$ cat config.mk
export PLATFORM = sky130hd
export DESIGN_NAME = keypad_emulator
export DESIGN_NICKNAME = d
export VERILOG_FILES = /design/src/rtl/keypad_pkg.sv /design/src/rtl/kp_bounce_lfsr.sv /design/src/rtl/keypad_emulator.sv
export SDC_FILE = /design/constraint.sdc
export NUM_CORES = 1
export LEC_CHECK = 0
export BUFFER_PORTS_ARGS = -buffer_cell sky130_fd_sc_hd__buf_2
export CAP_MARGIN = 20
export CORE_AREA = 2 2 75 59
export CTS_CLUSTER_DIAMETER = 80
export CTS_CLUSTER_SIZE = 16
export DETAILED_ROUTE_END_ITERATION = 10
export DIE_AREA = 0 0 77 61
export PLACE_DENSITY = 0.79
export SYNTH_ARGS = -nofsm -noshare
export SYNTH_HDL_FRONTEND = slang
export SYNTH_SLANG_ARGS = --single-unit
$ cat constraint.sdc
create_clock -name clock -period 5.84 [get_ports clock]
set_clock_uncertainty 0.2 [all_clocks]
set_input_delay 1.168 -clock clock [delete_from_list [all_inputs] [get_ports clock]]
set_output_delay 1.168 -clock clock [all_outputs]
set_load 0.1 [all_outputs]
$ cat src/rtl/keypad_pkg.sv
`default_nettype none
// ============================================================================
// Module      : keypad_pkg
// Description : Shared definitions for the keypad emulator: FSM state
//               encoding, keycode field positions, default timing values
//               and the bounce LFSR seed/taps.
// Revision    : 1.0 - initial release
// ============================================================================
package keypad_pkg;

  // Emulator FSM states
  typedef enum logic [1:0] {
    ST_IDLE  = 2'd0,
    ST_PRESS = 2'd1,
    ST_GAP   = 2'd2
  } kp_state_t;

  // Keycode layout: {row[1:0], col[2:0]}
  localparam int ROW_MSB = 4;
  localparam int ROW_LSB = 3;
  localparam int COL_MSB = 2;
  localparam int COL_LSB = 0;

  // 10 ms all-released interval and 0.5 ms bounce window at 5 MHz
  localparam int DEF_GAP_CYCLES    = 50000;
  localparam int DEF_BOUNCE_CYCLES = 2500;

  // 16-bit Fibonacci LFSR, taps 16,14,13,11 (bits 15,13,12,10)
  localparam int          LFSR_W    = 16;
  localparam logic [15:0] LFSR_SEED = 16'hACE1;
  localparam logic [15:0] LFSR_TAPS = 16'hB400;

endpackage
`default_nettype wire

$ cat src/rtl/kp_bounce_lfsr.sv
`default_nettype none
// ============================================================================
// Module      : kp_bounce_lfsr
// Description : 16-bit Fibonacci LFSR used as the contact-bounce noise
//               source. Shifts left; the new feedback bit enters at bit 0,
//               which is the bit presented to the contact gate.
// Ports       : clock       - system clock
//               resetn      - asynchronous reset, active low (loads seed)
//               en          - advance the register this cycle
//               contact_bit - bit 0 of the register
// Revision    : 1.0 - initial release
// ============================================================================
module kp_bounce_lfsr
  import keypad_pkg::*;
(
  input  logic clock,
  input  logic resetn,
  input  logic en,
  output logic contact_bit
);

  logic [LFSR_W-1:0] lfsr;

  always_ff @(posedge clock or negedge resetn) begin
    if (!resetn) begin
      lfsr <= LFSR_SEED;
    end else if (en) begin
      lfsr <= {lfsr[LFSR_W-2:0], ^(lfsr & LFSR_TAPS)};
    end
  end

  assign contact_bit = lfsr[0];

endmodule
`default_nettype wire

$ cat src/rtl/keypad_emulator.sv
`default_nettype none
// ============================================================================
// Module      : keypad_emulator
// Description : Responder side of the 4x6 keypad row/column scan. Accepts a
//               key-press request (keycode + hold time), then for the hold
//               time mirrors the captured row strobe onto the captured column
//               line (registered, 1-cycle latency), followed by a mandatory
//               all-released gap. Build option KPEMU_BOUNCE_EN adds LFSR
//               driven contact bounce at the start of press and of gap.
// Ports       : clock, resetn          - clock, async active-low reset
//               req_valid/req_ready    - request handshake
//               req_code               - {row[1:0], col[2:0]}
//               req_hold               - press duration in cycles (0 => 1)
//               kprow                  - row strobes from scanner, active low
//               kpcol                  - column lines, active low, idle '1
//               busy                   - press or gap in progress
//               done                   - 1-cycle pulse at end of gap
//               err                    - 1-cycle pulse on invalid keycode
// Revision    : 1.0 - initial release
// ============================================================================
module keypad_emulator
  import keypad_pkg::*;
#(
  parameter int ROWS          = 4,
  parameter int COLS          = 6,
  parameter int CNT_W         = 24,
  parameter int GAP_CYCLES    = DEF_GAP_CYCLES,
  parameter int BOUNCE_CYCLES = DEF_BOUNCE_CYCLES
) (
  input  logic             clock,
  input  logic             resetn,
  input  logic             req_valid,
  input  logic [4:0]       req_code,
  input  logic [CNT_W-1:0] req_hold,
  output logic             req_ready,
  input  logic [ROWS-1:0]  kprow,
  output logic [COLS-1:0]  kpcol,
  output logic             busy,
  output logic             done,
  output logic             err
);

  if (GAP_CYCLES < 1 || BOUNCE_CYCLES < 0) begin : g_bad_param
    $error("keypad_emulator: GAP_CYCLES must be >= 1 and BOUNCE_CYCLES >= 0");
  end

  kp_state_t        state_q, state_d;
  logic [CNT_W-1:0] cnt_q, cnt_d;
  logic [1:0]       row_q, row_d;
  logic [2:0]       col_q, col_d;
  logic [COLS-1:0]  kpcol_q, kpcol_d;
  logic             done_q, done_d;
  logic             err_q, err_d;

  logic [1:0]       req_row;
  logic [2:0]       req_col;
  logic             row_ok, col_ok, code_ok;
  logic [CNT_W-1:0] hold_eff;
  logic             row_line;
  logic             contact_press, contact_gap;

  assign req_row = req_code[ROW_MSB:ROW_LSB];
  assign req_col = req_code[COL_MSB:COL_LSB];

  // A 2-bit row field can never exceed a 4-row matrix, and a 3-bit column
  // field can never exceed an 8-column one; only compare when it can fail.
  if (ROWS >= 4) begin : g_row_full
    assign row_ok = 1'b1;
  end else begin : g_row_lim
    assign row_ok = (int'(req_row) < ROWS);
  end

  if (COLS >= 8) begin : g_col_full
    assign col_ok = 1'b1;
  end else begin : g_col_lim
    assign col_ok = (int'(req_col) < COLS);
  end

  assign code_ok = row_ok && col_ok;

  // Level of the captured row strobe (only this row matters, even if the
  // scanner drives several rows low together).
  always_comb begin
    row_line = 1'b1;
    for (int r = 0; r < ROWS; r++) begin
      if (row_q == 2'(r)) row_line = kprow[r];
    end
  end

`ifdef KPEMU_BOUNCE_EN
  logic             bounce_bit;
  logic [CNT_W-1:0] bnc_q, bnc_d;

  kp_bounce_lfsr u_lfsr (
    .clock       (clock),
    .resetn      (resetn),
    .en          (1'b1),
    .contact_bit (bounce_bit)
  );

  // Inside the bounce window the contact only closes when the LFSR bit is 1.
  // During press that chops the row strobe; during gap it gives release
  // chatter that still follows the row strobe while momentarily closed.
  assign contact_press = (bnc_q != '0) ? (row_line | ~bounce_bit) : row_line;
  assign contact_gap   = (bnc_q != '0) ? (row_line | ~bounce_bit) : 1'b1;
`else
  assign contact_press = row_line;
  assign contact_gap   = 1'b1;
`endif

  always_comb begin
    hold_eff = (req_hold == '0) ? CNT_W'(1) : req_hold;
`ifdef KPEMU_BOUNCE_EN
    // Press must outlast the bounce window so the key settles closed.
    if (hold_eff < CNT_W'(BOUNCE_CYCLES + 1)) hold_eff = CNT_W'(BOUNCE_CYCLES + 1);
`endif
  end

  always_comb begin
    state_d = state_q;
    cnt_d   = cnt_q;
    row_d   = row_q;
    col_d   = col_q;
    kpcol_d = '1;
    done_d  = 1'b0;
    err_d   = 1'b0;
`ifdef KPEMU_BOUNCE_EN
    bnc_d   = (bnc_q != '0) ? (bnc_q - CNT_W'(1)) : bnc_q;
`endif
    case (state_q)
      ST_IDLE: begin
        if (req_valid) begin
          if (code_ok) begin
            state_d = ST_PRESS;
            cnt_d   = hold_eff;
            row_d   = req_row;
            col_d   = req_col;
`ifdef KPEMU_BOUNCE_EN
            bnc_d   = CNT_W'(BOUNCE_CYCLES);
`endif
          end else begin
            err_d = 1'b1;
          end
        end
      end
      ST_PRESS: begin
        for (int c = 0; c < COLS; c++) begin
          if (col_q == 3'(c)) kpcol_d[c] = contact_press;
        end
        if (cnt_q <= CNT_W'(1)) begin
          state_d = ST_GAP;
          cnt_d   = CNT_W'(GAP_CYCLES);
`ifdef KPEMU_BOUNCE_EN
          bnc_d   = CNT_W'(BOUNCE_CYCLES);
`endif
        end else begin
          cnt_d = cnt_q - CNT_W'(1);
        end
      end
      ST_GAP: begin
        for (int c = 0; c < COLS; c++) begin
          if (col_q == 3'(c)) kpcol_d[c] = contact_gap;
        end
        if (cnt_q <= CNT_W'(1)) begin
          state_d = ST_IDLE;
          cnt_d   = '0;
          done_d  = 1'b1;
        end else begin
          cnt_d = cnt_q - CNT_W'(1);
        end
      end
      default: begin
        state_d = ST_IDLE;
        cnt_d   = '0;
      end
    endcase
  end

  always_ff @(posedge clock or negedge resetn) begin
    if (!resetn) begin
      state_q <= ST_IDLE;
      cnt_q   <= '0;
      row_q   <= '0;
      col_q   <= '0;
      kpcol_q <= '1;
      done_q  <= 1'b0;
      err_q   <= 1'b0;
    end else begin
      state_q <= state_d;
      cnt_q   <= cnt_d;
      row_q   <= row_d;
      col_q   <= col_d;
      kpcol_q <= kpcol_d;
      done_q  <= done_d;
      err_q   <= err_d;
    end
  end

`ifdef KPEMU_BOUNCE_EN
  always_ff @(posedge clock or negedge resetn) begin
    if (!resetn) begin
      bnc_q <= '0;
    end else begin
      bnc_q <= bnc_d;
    end
  end
`endif

  assign req_ready = (state_q == ST_IDLE);
  assign busy      = (state_q != ST_IDLE);
  assign kpcol     = kpcol_q;
  assign done      = done_q;
  assign err       = err_q;

endmodule
`default_nettype wire

# After elaboration in Yosys (flattened, before gate mapping)
# Index checks and enable logic that the tools add are counted.
# classes
n_addsub	1
multipliers	0
div	0
magnitude_cmp	2
n_eq_ne	14
n_shift	0
muxes	27
bitwise	0
n_reduce_logical	8
# op_table
operator	count
24-bit two-way mux	5
24-bit one-hot mux with 3 select lines	1
24-bit by 1-bit less-or-equal comparator with 1-bit output (second input constant)	1
24-bit logical NOT	1
24-bit by 1-bit subtractor with 24-bit output (second input constant)	1
1-bit two-way mux	15
2-bit two-way mux	4
2-bit == test (second input constant)	3
3-bit by 2-bit == test with 1-bit output (second input constant)	2
3-bit == test (second input constant)	2
6-bit two-way mux	1
2-bit inequality test (second input constant)	3
2-bit one-hot mux with 3 select lines	1
2-bit by 1-bit == test with 1-bit output (second input constant)	2
2-bit logical NOT	2
4-bit AND reduction	1
3-bit by 1-bit == test with 1-bit output (second input constant)	1
3-bit logical NOT	1
3-bit < comparator (second input constant)	1
3-bit AND reduction	1
2-bit by 1-bit inequality test with 1-bit output (second input constant)	1
2-bit AND reduction	1
2-bit nonzero test	1
# totals
register_bits	39
latch_bits	0
mem_bits_rw	0
rom_bits	0
input_bits	36
n_memories	0

# Depth between registers and ports, before layout
# depth
ltp_word	7
depth_mapped	7
depth_no_buf	7

# Worst setup path after synthesis
# Ideal clock, no wire load.
# synth_timing
kind	register to output
startpoint	register state_q[0]
endpoint	output port req_ready
arrival_time_ps	1670
path_slack_ps	2802
path_stages_with_launch	3
n_path_buf	0
path_cell_list	dfrtp_1 -> or2_2 -> inv_1
# synth_between
elab_chain_cells	1
# synth_lines
element	line	text
start: declaration	keypad_emulator.sv:47	kp_state_t state_q, state_d;
start signal: assignment	keypad_emulator.sv:189	state_q <= state_d;
2-bit logical NOT	keypad_emulator.sv:209	assign req_ready = (state_q == ST_IDLE);
end: declaration	keypad_emulator.sv:35	output logic req_ready,
# No other way between the ends.

# Final worst setup path
# Same ends and word-level chain as after synthesis.

==> results.json <==
{
  "multi_input_area_mm2": 0.00117,
  "worst_pin_slew_ns": 0.899,
  "final.setup.tns_ns": 0,
  "power_mw": 0.540,
  "maxSlewHeadroom": 0.401,
  "hold_class": "flip-flop to flip-flop",
  "cts_max_level": 2,
  "dr.pass1.iters": 6,
  "dieWidth_um": 77,
  "antenna_cells": 0,
  "slowest_stage": "buf_2",
  "rows": 20,
  "powerDensity_mw_per_mm2": 208,
  "area.growth.synth_to_final_pct": 17.1,
  "start_util": 0.560,
  "fin_crit_ns": 3.01,
  "worstRegToRegCells": 6,
  "fin_crit_sh": 0.516,
  "cts_tree": "built",
  "path_buf_inv": 2,
  "totalWireLength_mm": 6.08,
  "clkTransAtPathRegs_ns": 0.08,
  "seqCellArea_um2": 983,
  "place_congestion": 0.953,
  "place_area_mm2": 0.00248,
  "cp.required_ns": 4.47,
  "grt_pass1_vias": 2002,
  "synth_edf_count": 0,
  "post_cts_buffers": 0,
  "postSynthCellCount": 241,
  "r2r_end": "cnt_q[15]",
  "dieArea_mm2": 0.00470,
  "coreArea_mm2": 0.00395,
  "critical-path-top-delay-family": "buffers and inverters",
  "n_fill_cell": 356,
  "ys_ff_latch": 39,
  "pin_count": 46,
  "drive_gt1_frac": 0.236,
  "nNetsFinal": 325,
  "clock-sinks": 39,
  "post_cts_resized": 0,
  "ys_seq_area_frac": 0.444,
  "syn-num-nets": 279,
  "cts_made_buffers": 5,
  "max_freq_mhz": 332,
  "antenna_found_initial": 0,
  "min_to": "kpcol[2]",
  "startpoint_type": "flip-flop",
  "path_cells": "or2_2 > inv_1 > buf_2",
  "fin_area_mm2": 0.00259,
  "drv_cap": 0,
  "status": "finished, final reports clean",
  "route.detailed.drc": 0,
  "setup_ws_ns": 2.83,
  "hold_depth": 1,
  "worstPathArrival_ns": 1.64,
  "avgViaCountPerCell": 6.34,
  "rrSetupSlack_ns": 3.03,
  "report.final.slew_viol_count": 0,
  "end_kind": "primary output",
  "syn_area_mm2": 0.00222,
  "avgSynthCellArea_um2": 9.19,
  "die-height_um": 61,
  "cp_max_fo": 6,
  "finalSetupViolCount": 0,
  "hold_viol": 0,
  "critPathKind": "flip-flop to primary output",
  "synthArstFlopShare": 1.00,
  "grt_max_degree": 40,
  "reg2reg_from": "cnt_q[0]",
  "synth_ff_type": "dfrtp_1",
  "synth_cell_types": 44,
  "grt_setup_unrepaired": "false",
  "grt.overflow.total": 0,
  "grt_pass1_wl_mm": 10.2,
  "num_vias": 2176,
  "ctsRootBufferMaster": "clkbuf_8",
  "first_iter_violations": 258,
  "cts_hold_buf": 0,
  "detail_route.wl_per_cell_um": 17.7,
  "worst_ir_drop_vdd_v": 0.000117,
  "hp-start": "col_q[1]",
  "dp_hpwl_mm": 4.44,
  "yosys_warnings": 0,
  "antenna_left": 0,
  "portBuffers": 45,
  "slowest_delay_ns": 0.45,
  "dp_slack_ns": 2.87,
  "clockBufferDepth": 2,
  "track_usage": 0.290,
  "insertion_delay_ns": 0.31,
  "leakagePower_nw": 0.955
}
registers in the layout, summed over array words and instances, names as in the netlist:
name,cells
state_q,2
cnt_q,24
err,1
col_q,3
kpcol,6
done,1
row_q,2
synth_stat cells (all sizes together) (4+ instances only):
| cell type | n | area, µm² |
|---|---|---|
| dfrtp | 33 | 826 |
| nand2 | 33 | 124 |
| nor2 | 21 | 78.8 |
| o21ai | 15 | 75.1 |
| nor4 | 12 | 81.3 |
| nand3 | 9 | 45.0 |
| nor3 | 9 | 45.0 |
| a22oi | 7 | 52.6 |
| or4 | 7 | 60.1 |
| a21oi | 6 | 33.8 |
| dfstp | 6 | 158 |
| xnor2 | 6 | 52.6 |
| inv | 5 | 18.8 |
| nand4 | 5 | 31.3 |
| o211ai | 5 | 37.5 |
| o31ai | 5 | 37.5 |
| or3 | 5 | 31.3 |
| a221o | 4 | 40.0 |
| a32oi | 4 | 35.0 |
| clkbuf | 4 | 15.0 |
| nor2b | 4 | 25.0 |
| o221ai | 4 | 35.0 |
kinds of logic (layout without fill, tap and decap cells):
group / count (synthesis) / count (layout) / synth area share
AOI/OAI and AO/OA: 61 / 61 / 0.197
xor gates and xnor gates: 8 / 8 / 0.0316
adders and majority gates: 2 / 2 / 0.0113
buffers and inverters: 12 / 59 / 0.0271
DFF: 39 / 39 / 0.444
muxes: 2 / 2 / 0.0152
and+or+nand+nor: 117 / 117 / 0.274
layout by cell type, fill, tap and decap left out, types with 3 or more instances in the layout:
cell type,count
xnor2_1,6
o221ai_1,4
nand3_1,9
nand2_1,33
a22oi_1,7
dfstp_2,6
a221o_1,4
inv_1,5
o21ai_0,15
nor2b_1,4
nor3_1,9
o2111ai_1,3
nor2_1,21
clkbuf_8,6
o31ai_1,5
dfrtp_1,33
nand4_1,5
or3_1,5
nor4_1,11
buf_2,45
o211ai_1,5
a211oi_1,3
a32oi_1,4
or4_1,5
a21oi_1,5
worst max-delay path by stage:
stage / start / to / slack [ns] / depth (start not counted)
3_5_place_dp: req_hold[4] / cnt_q[7] / 2.87 / 5
3_3_place_gp: req_hold[4] / cnt_q[7] / 2.87 / 5
2_1_floorplan: state_q[0] / req_ready / 2.80 / 2
5_1_grt: state_q[0] / req_ready / 2.75 / 3
4_1_cts: state_q[0] / req_ready / 2.83 / 3
6_report: state_q[0] / req_ready / 2.83 / 3
cell type report:
class                           instances  share of cell area
Clock buffer                            6              0.0318
Clock inverter                          2              0.0135
Inverter                                5             0.00724
Multi-Input combinational cell        190               0.452
Sequential cell                        39               0.379
Tap cell                               55              0.0265
Timing Repair Buffer                   46              0.0897
worst reg2reg max path, stage by stage, from the launching register on:
cell	delay (ns)
dfrtp_1	0.47
inv_1	0.11
ha_1	0.26
o2111ai_1	0.30
or4_4	0.73
a21oi_1	0.43
o2111ai_1	0.19
metrics by stage:
stage | hold WS [ns] | util | instances
final | 0.282 | 0.656 | 343
after global routing | 0.327 | 0.656 | 343
after floorplan | 0.237 | - | 241
after CTS | 0.284 | 0.656 | 343
after detailed placement | 0.272 | 0.626 | 335
after global placement | 0.265 | 0.626 | 335
metal layers:
metal / part of all wire / global-route usage / routed length, µm / vias to the layer above
li1: - / - / - / 1021
met1: 0.44 / 0.421 / 2700 / 1022
met2: 0.44 / 0.429 / 2690 / 125
met3: 0.10 / 0.0789 / 625 / 8
met4: 0.011 / 0.0944 / 68 / 0
met5: 0 / 0 / 0 / -
power breakdown:
group          total, mW  internal (mW)  switching, mW
registers          0.271          0.271      0.0000723
logic             0.0273         0.0100         0.0173
clock network      0.242          0.138          0.104
(Power assumes the default switching activity.)
